### src/rtl/hazard_stall_ctrl_pkg.sv
// Purpose: shared pipeline definitions for the hazard/stall controller (FSM encodings, strobe bundle).
// Latency: n/a (types and constants only).
// Backpressure: n/a.
package hazard_stall_ctrl_pkg;

    // Default register-specifier width of the pipeline
    localparam int DEF_REG_W = 5;

    // Controller FSM encodings
    localparam logic [0:0] ST_RUN     = 1'b0;
    localparam logic [0:0] ST_MD_WAIT = 1'b1;

    // Bundle of front-end strobes produced each cycle
    typedef struct packed {
        logic pc_write;
        logic if_id_write;
        logic if_id_flush;
        logic id_ex_flush;
        logic md_go;
        logic md_busy;
    } ctrl_t;

    // While reset is held: front end frozen, both pipeline registers forced to NOP
    localparam ctrl_t CTRL_RESET = '{
        pc_write:    1'b0,
        if_id_write: 1'b0,
        if_id_flush: 1'b1,
        id_ex_flush: 1'b1,
        md_go:       1'b0,
        md_busy:     1'b0
    };

    // Normal flow: PC and IF/ID advance, nothing flushed
    localparam ctrl_t CTRL_ADVANCE = '{
        pc_write:    1'b1,
        if_id_write: 1'b1,
        if_id_flush: 1'b0,
        id_ex_flush: 1'b0,
        md_go:       1'b0,
        md_busy:     1'b0
    };

    // Front end held, bubble inserted into ID/EX
    localparam ctrl_t CTRL_BUBBLE = '{
        pc_write:    1'b0,
        if_id_write: 1'b0,
        if_id_flush: 1'b0,
        id_ex_flush: 1'b1,
        md_go:       1'b0,
        md_busy:     1'b0
    };

endpackage

### src/rtl/perf_counter.sv
// Purpose: free-running performance counter, wraps modulo 2^CNT_W.
// Latency: count reflects an enabled cycle one clock later.
// Backpressure: none; counts every enabled cycle.
module perf_counter #(
    parameter int CNT_W = 32
) (
    input  logic             clk,
    input  logic             rst,
    input  logic             inc_en,
    output logic [CNT_W-1:0] count
);

    logic [CNT_W-1:0] count_d;
    logic [CNT_W-1:0] count_q;

    // Next count: add one when enabled, natural wrap at the top
    always_comb begin
        count_d = count_q;
        if (inc_en) begin
            count_d = count_q + CNT_W'(1);
        end
    end

    // Counter register, cleared asynchronously
    always_ff @(posedge clk or posedge rst) begin
        if (rst) begin
            count_q <= '0;
        end else begin
            count_q <= count_d;
        end
    end

    assign count = count_q;

endmodule

### src/rtl/hazard_stall_ctrl.sv
// Purpose: sequences PC / IF-ID / ID-EX for load-use stalls, taken branches and a multi-cycle mul/div.
// Latency: strobes are combinational (Mealy) from state and inputs; state/counters update on the next edge.
// Backpressure: holds PC and IF/ID for one bubble per load-use hazard and for the whole mul/div run.
module hazard_stall_ctrl
    import hazard_stall_ctrl_pkg::*;
#(
    parameter int REG_W      = DEF_REG_W,
    parameter int CNT_W      = 32,
    parameter int MD_TIMEOUT = 40
) (
    input  logic             Clk,
    input  logic             Reset,
    input  logic [REG_W-1:0] IF_ID_rs,
    input  logic [REG_W-1:0] IF_ID_rt,
    input  logic             IF_ID_usesRt,
    input  logic             ID_EX_MemRead,
    input  logic [REG_W-1:0] ID_EX_rt,
    input  logic             EX_BranchTaken,
    input  logic             MD_start,
    input  logic             MD_done,
    output logic             PCWrite,
    output logic             IF_ID_Write,
    output logic             IF_ID_Flush,
    output logic             ID_EX_Flush,
    output logic             MD_go,
    output logic             MD_busy,
    output logic             md_timeout,
    output logic [CNT_W-1:0] stall_count,
    output logic [CNT_W-1:0] flush_count
);

    // Wide enough to hold MD_TIMEOUT-1 with headroom
    localparam int TMO_W = $clog2(MD_TIMEOUT) + 1;
    localparam logic [TMO_W-1:0] TMO_LAST = TMO_W'(MD_TIMEOUT - 1);

    logic [0:0]       state_d, state_q;
    logic [TMO_W-1:0] tmo_d, tmo_q;
    logic             md_timeout_d, md_timeout_q;

    logic  load_use;
    logic  tmo_hit;
    ctrl_t ctrl_run;   // decode as if reset were not asserted
    ctrl_t ctrl_out;

    // Load-use hazard: the load in EX writes a register the ID instruction reads; r0 is never a hazard
    always_comb begin
        load_use = ID_EX_MemRead && (ID_EX_rt != '0) &&
                   ((ID_EX_rt == IF_ID_rs) || (IF_ID_usesRt && (ID_EX_rt == IF_ID_rt)));
    end

    assign tmo_hit = (tmo_q == TMO_LAST);

    // FSM next state, timeout tracking and strobe decode
    always_comb begin
        state_d      = state_q;
        tmo_d        = tmo_q;
        md_timeout_d = md_timeout_q;
        ctrl_run     = CTRL_ADVANCE;

        case (state_q)
            ST_RUN: begin
                if (EX_BranchTaken) begin
                    // Wrong-path instructions in IF/ID and ID/EX are squashed; fetch continues from target.
                    // Any hazard or mul/div request belongs to a squashed instruction.
                    ctrl_run             = CTRL_ADVANCE;
                    ctrl_run.if_id_flush = 1'b1;
                    ctrl_run.id_ex_flush = 1'b1;
                end else if (load_use) begin
                    // One bubble; the load reaches MEM next cycle so the hazard clears by itself
                    ctrl_run = CTRL_BUBBLE;
                end else if (MD_start) begin
                    ctrl_run       = CTRL_BUBBLE;
                    ctrl_run.md_go = 1'b1;
                    state_d        = ST_MD_WAIT;
                    tmo_d          = '0;
                end else begin
                    ctrl_run = CTRL_ADVANCE;
                end
            end

            ST_MD_WAIT: begin
                // EX only holds bubbles here, so a taken branch cannot be genuine and is ignored
                ctrl_run         = CTRL_BUBBLE;
                ctrl_run.md_busy = 1'b1;
                tmo_d            = tmo_q + TMO_W'(1);
                if (MD_done || tmo_hit) begin
                    // Release: the mul/div instruction advances out of ID this cycle
                    ctrl_run.pc_write    = 1'b1;
                    ctrl_run.if_id_write = 1'b1;
                    ctrl_run.id_ex_flush = 1'b0;
                    state_d              = ST_RUN;
                    tmo_d                = '0;
                    if (!MD_done) begin
                        md_timeout_d = 1'b1;
                    end
                end
            end

            default: begin
                ctrl_run = CTRL_BUBBLE;
                state_d  = ST_RUN;
                tmo_d    = '0;
            end
        endcase
    end

    // Reset overrides every strobe so the pipeline registers hold NOPs while in reset
    always_comb begin
        ctrl_out = ctrl_run;
        if (Reset) begin
            ctrl_out = CTRL_RESET;
        end
    end

    // State, timeout counter and sticky timeout flag
    always_ff @(posedge Clk or posedge Reset) begin
        if (Reset) begin
            state_q      <= ST_RUN;
            tmo_q        <= '0;
            md_timeout_q <= 1'b0;
        end else begin
            state_q      <= state_d;
            tmo_q        <= tmo_d;
            md_timeout_q <= md_timeout_d;
        end
    end

    // Counters sit in reset while Reset is high, so the non-reset decode is enough for their enables
    perf_counter #(.CNT_W(CNT_W)) u_stall_cnt (
        .clk    (Clk),
        .rst    (Reset),
        .inc_en (!ctrl_run.pc_write),
        .count  (stall_count)
    );

    perf_counter #(.CNT_W(CNT_W)) u_flush_cnt (
        .clk    (Clk),
        .rst    (Reset),
        .inc_en (ctrl_run.if_id_flush),
        .count  (flush_count)
    );

    assign PCWrite     = ctrl_out.pc_write;
    assign IF_ID_Write = ctrl_out.if_id_write;
    assign IF_ID_Flush = ctrl_out.if_id_flush;
    assign ID_EX_Flush = ctrl_out.id_ex_flush;
    assign MD_go       = ctrl_out.md_go;
    assign MD_busy     = ctrl_out.md_busy;
    assign md_timeout  = md_timeout_q;

endmodule

### config.mk
export PLATFORM = sky130hd
export DESIGN_NAME = hazard_stall_ctrl
export DESIGN_NICKNAME = d
export VERILOG_FILES = /design/src/rtl/hazard_stall_ctrl_pkg.sv /design/src/rtl/perf_counter.sv /design/src/rtl/hazard_stall_ctrl.sv
export SDC_FILE = /design/constraint.sdc
export NUM_CORES = 1
export LEC_CHECK = 0
export CAP_MARGIN = 10
export CORE_MARGIN = 5
export CORE_UTILIZATION = 50
export DETAILED_ROUTE_END_ITERATION = 7
export PLACE_DENSITY = 0.89
export SYNTH_ARGS = -nofsm -noshare
export SYNTH_HDL_FRONTEND = slang
export SYNTH_SLANG_ARGS = --single-unit
### constraint.sdc
create_clock -name Clk -period 6.6 [get_ports Clk]
set_input_delay 0.66 -clock Clk [delete_from_list [all_inputs] [get_ports Clk]]
set_output_delay 0.66 -clock Clk [all_outputs]
set_load 0.01 [all_outputs]
; Word-level counts from Yosys, hierarchy flattened
; Index checks and enable logic that the tools add are counted.
[word_totals]
reg_bits = 73
in_bits = 22
out_inout_bits = 71
elab_cells = 40
[classes]
addsub = 3
eq_ne = 6
muxes = 16
n_bitwise = 2
n_reduce_logical = 8
[ops]
columns = op, n
row1 = adder 32 x 1 -> 32 bit (second input constant), 2
row2 = 2-to-1 mux 7 bit, 4
row3 = 2-to-1 mux 6 bit, 4
row4 = one-hot mux 7 bit (2 select lines), 1
row5 = one-hot mux 6 bit (2 select lines), 1
row6 = == test 5 bit, 2
row7 = adder 7 x 1 -> 7 bit (second input constant), 1
row8 = == test 7 x 6 -> 1 bit (second input constant), 1
row9 = != test 2 bit (second input constant), 3
row10 = AND reduction 3 bit, 2
row11 = nonzero test 5 bit, 1
row12 = 2-to-1 mux 1 bit, 4
row13 = logical AND 1 bit, 3
row14 = logical OR 1 bit, 2
row15 = 2-to-1 mux 2 bit, 1
row16 = inverter 1 bit, 2
row17 = one-hot mux 1 bit (2 select lines), 1

; Depth between registers and ports, before layout
[depth]
ltp_word = 8
depth_mapped = 8
mapped_depth_nobuf = 7

; Hierarchy
; Synthesis repeated with hierarchy kept, for this count alone.
[hier_totals]
hier_cells = 339
area_unflattened_um2 = 3773.6
[by_module_without_submodules]
columns = module, n_inst, cells_per_inst, area_each_um2, seq_area_each_um2
row1 = perf_counter, 2, 126, 1510.2, 800.8
row2 = hazard_stall_ctrl, 1, 87, 753.2, 225.2

; Worst setup path before layout
; No wires, ideal clock.
[synth_timing]
path_kind = input -> output
from = input port Reset
to = output port ID_EX_Flush
t_arrival_ns = 3.131
t_required_ns = 5.940
slack_ns = 2.809
path_stages = 4
path_buffers = 0
cell_sequence = inv_1 -> o21ai_0 -> nor2_1 -> o21ai_0
[synth_via]
elab_chain_cells = 1
[synth_rtl]
columns = element, line
row1 = from (decl), hazard_stall_ctrl.sv:12  ; input logic Reset,
row2 = 2-to-1 mux 6 bit, hazard_stall_ctrl.sv:110  ; if (Reset) begin
row3 = to (decl), hazard_stall_ctrl.sv:24  ; output logic ID_EX_Flush,
; Every way passes these cells.

; Worst setup path in the final report
[layout_timing]
from = input port ID_EX_rt[2]
to = output port PCWrite
[layout_via]
elab_chain_cells = 8
word_cells_on_any_way = 11
classes_between = eq/ne (2) / mux (4) / reduce/logical (5)
[layout_rtl]
columns = element, line
row1 = from (decl), hazard_stall_ctrl.sv:17  ; input logic [REG_W-1:0] ID_EX_rt,
row2 = == test 5 bit, hazard_stall_ctrl.sv:48  ; ((ID_EX_rt == IF_ID_rs) || (IF_ID_usesRt && (ID_EX_rt == IF_ID_rt)));
row3 = logical AND 1 bit, hazard_stall_ctrl.sv:48
row4 = logical OR 1 bit, hazard_stall_ctrl.sv:48
row5 = logical AND 1 bit *, hazard_stall_ctrl.sv:47  ; load_use = ID_EX_MemRead && (ID_EX_rt != '0) &&
row6 = 2-to-1 mux 6 bit *, hazard_stall_ctrl.sv:68  ; end else if (load_use) begin
row7 = 2-to-1 mux 6 bit *, hazard_stall_ctrl.sv:62  ; if (EX_BranchTaken) begin
row8 = one-hot mux 6 bit (2 select lines) *, hazard_stall_ctrl.sv:60  ; case (state_q)
row9 = 2-to-1 mux 6 bit *, hazard_stall_ctrl.sv:110
row10 = to (decl), hazard_stall_ctrl.sv:21  ; output logic PCWrite,
; Every way passes the cells marked *; elsewhere a longest branch is shown, timed or not.

==> impl_results.md <==
* Routed via count at around 2,800
* Delay of the slowest cell on the worst path at between 0.5 and 0.6 ns
* Critical path data arrival time at roughly 3.2 ns
* Setup repair after global routing missed its margin: false
* Hold violation total from the final report at 0
* Cell count after placement at between 500 and 600
* Largest fanout of any net on the critical path at 33
* Category of the critical setup timing path: input pin to output port
* Remaining DRCs at 0
* Layout Skew at between 0.01 and 0.015 ns
* Avg Inst Size Synth at roughly 11 um2
* Final total negative setup slack at 0 ns
* Number of library cell types mapped by synthesis at 43
* VDD IR-drop max at between 0.2 and 0.25 mV
* Run status: complete, no violations
* Final Worst Setup Slack at approximately 2.7 ns
* Ports placed on the boundary at between 90 and 100
* Clock edge transition at the registers on the reported setup and hold paths at 0.07 ns
* Slew @ Worst Pin at around 0.68 ns
* Yosys warnings at 0
* Final cell count without fillers at between 500 and 600
* Worst Hold Class: flop to flop
* Critical path, cell by cell: clkdlybuf4s50_1, or4_1, o21a_1, a31oi_4, buf_4, and2_1, clkdlybuf4s50_1
* Chip height at approximately 95 um
* Pleak at 2.17 nW
* Most used cell along the critical path: clkdlybuf4s50_1
* Starting utilization of the core area at 0.507
* N_diodes at 0
* Gate family responsible for the most delay along the worst path: buffers and inverters
* Final period util at 0.587
* CTS Hold Buffers Added at 0
* Final setup violating endpoints at 0
* First-pass GRT wire length at around 14,000 um
* Core Area at about 0.0071 mm2
* Slew Viols, Final at 0
* Die width at approximately 95 um
* HPWL reported at the end of detailed placement at ~6200 um
* Number of nets in the synthesized netlist at around 360
* P per Cell Area at ~260 mW/mm2
* Leading post-synthesis cells by cell area: dfrtp_1, xnor2_1, xor2_1
* Post-Syn Area at ~0.0036 mm2
* Final global-route overflow total at 0
* Number of flops mapped to enable cells by yosys at 0
* Number of routed nets with antenna violations at 0
* Type of origin of the critical path: input pin
* Vias in the first global route at between 2,000 and 3,000
* Buffering stage count on the worst path with inverters included at 3
* Clock tree from TritonCTS: yes
* Filler Cells Inserted at around 560
* Post-synth top cells: dfrtp_1, xnor2_1, xor2_1
* Std-Cell Rows at 31
* Pin count of the biggest net entering global routing at between 50 and 60
* Router iterations before antenna repair at 4
* Clock tree sinks at between 70 and 80
* Element type at the critical path end: output port
* Buffer levels on the longest clock path at 2
* Slowest stage cell, crit path: or4_1
* Mean number of vias per cell at about 5.3
* Most used DFF post-synth: dfrtp_1
* Max Freq at between 0.2 and 0.3 GHz
* Final Hold Slack at 0.458 ns
* Die Footprint at 0.00904 mm2
* Shortest period the worst path allows at between 3 and 4 ns
* Fraction of synthesized cell area taken by the top area cell type at 0.505
* # resized after CTS at 0
* Number of clock buffers inserted by TritonCTS at 9
* Number of max-cap violations at 0
* RD Place Congestion at around 0.80
* CTS H-tree lvls at 3
* Total Routed Length at approximately 8300 um
* Area added between synthesis and finish at 35.1%
* Instance count of the mapped netlist at approximately 340
* Global routing usage summed across all routing layers at 0.198
* Number of post-CTS setup repair buffers at 0
* Worst skew pair latency at about 0.35 ns
* Data required time at the worst endpoint at approximately 6 ns
* Async set-reset flop share out of synthesis at 1.00
* Area leader, netlist: dfrtp_1
* Avg WL per Cell at around 15 um
* Number of nets in the layout at roughly 460
* Most used standard cell by instance count after synthesis: dfrtp_1
* PortBufs at slightly above 90
* Portion of the post-synthesis area used by sequential elements at 0.505
* Number of antenna violations at the first check in global routing at 0
* Flops & latches, synth at between 70 and 80
* Clk root buf: clkbuf_8
* Slew headroom at 0.544
* Fraction of layout instances using a drive strength above 1 at 0.0866
* Pre-CTS setup slack at about 2.7 ns
* Initial drt markers at between 100 and 150
## cell families after synthesis
| kind of cell | Yosys count | synth area share |
|---|---|---|
| simple gates | 154 | 0.242 |
| xor+xnor | 73 | 0.177 |
| flops | 73 | 0.505 |
| buf+inv | 16 | 0.0204 |
| compound gates | 15 | 0.0370 |
| mux | 3 | 0.00933 |
| fa+ha+maj | 3 | 0.0104 |
## layout make-up
cell class / instances / area (um2) / area share
clock buffers: 12 / 155 / 0.0317
clock inverters: 4 / 98.8 / 0.0202
repair buffers: 94 / 936 / 0.191
well taps: 99 / 124 / 0.0253
multi-input cells: 248 / 1720 / 0.352
inverters: 8 / 30.0 / 0.00614
flip-flops and latches: 73 / 1830 / 0.374
## metal layers
| metal | track usage | part of all wire | vias to the layer above | routed length [um] |
|---|---|---|---|---|
| li1 | - | - | 1356 | - |
| met1 | 0.242 | 0.41 | 1400 | 3440 |
| met2 | 0.331 | 0.51 | 77 | 4260 |
| met3 | 0.0466 | 0.051 | 16 | 426 |
| met4 | 0.0889 | 0.023 | 0 | 194 |
| met5 | 0 | 0 | - | 0 |
## worst paths after layout
path,startpoint,end,slack [ns],cells after the start
max reg2reg,tmo_q[1]$_DFFE_PP0P_,u_stall_cnt.count[1]$_DFFE_PP0N_,4.31,7
min,md_timeout$_DFFE_PP0P_,md_timeout$_DFFE_PP0P_,0.46,1
max,ID_EX_rt[2],PCWrite,2.73,7
min reg2reg,md_timeout$_DFFE_PP0P_,md_timeout$_DFFE_PP0P_,0.46,1
min in group asynchronous,Reset,u_flush_cnt.count[7]$_DFFE_PP0P_,0.71,2
max in group asynchronous,Reset,state_q$_DFF_PP0_,4.82,3
## metrics by stage
stage / instance area [um2] / power [mW] / utilization
3_5_place_dp: 4640 / 0.868 / 0.650
5_1_grt: 4890 / 1.36 / 0.685
6_report: 4890 / 1.29 / 0.685
4_1_cts: 4890 / 1.30 / 0.685
2_1_floorplan: 3620 / 0.707 / -
3_3_place_gp: 4640 / 0.854 / 0.650
## state kept, by name, indices dropped and copies added (netlist names)
register,cells
md_timeout,1
state_q,1
tmo_q,7
u_flush_cnt.count,32
u_stall_cnt.count,32
## power by group
group          internal, mW  total [mW]  switching [mW]
combinational         0.152       0.296           0.144
sequential            0.498       0.562          0.0634
clock                 0.273       0.434           0.161
## cells in the final DEF, fill, tap and decap left out, types with 7 or more instances in the layout
cell type	n
clkdlybuf4s50_1	92
dfrtp_1	73
xnor2_1	38
xor2_1	35
nand3_1	30
nand2_1	30
nor2_1	23
and3_1	13
clkbuf_8	11
nor3_1	10
nand4_1	8
nor4_1	8
inv_1	7
No activity file was read; power rests on OpenSTA's default activity.
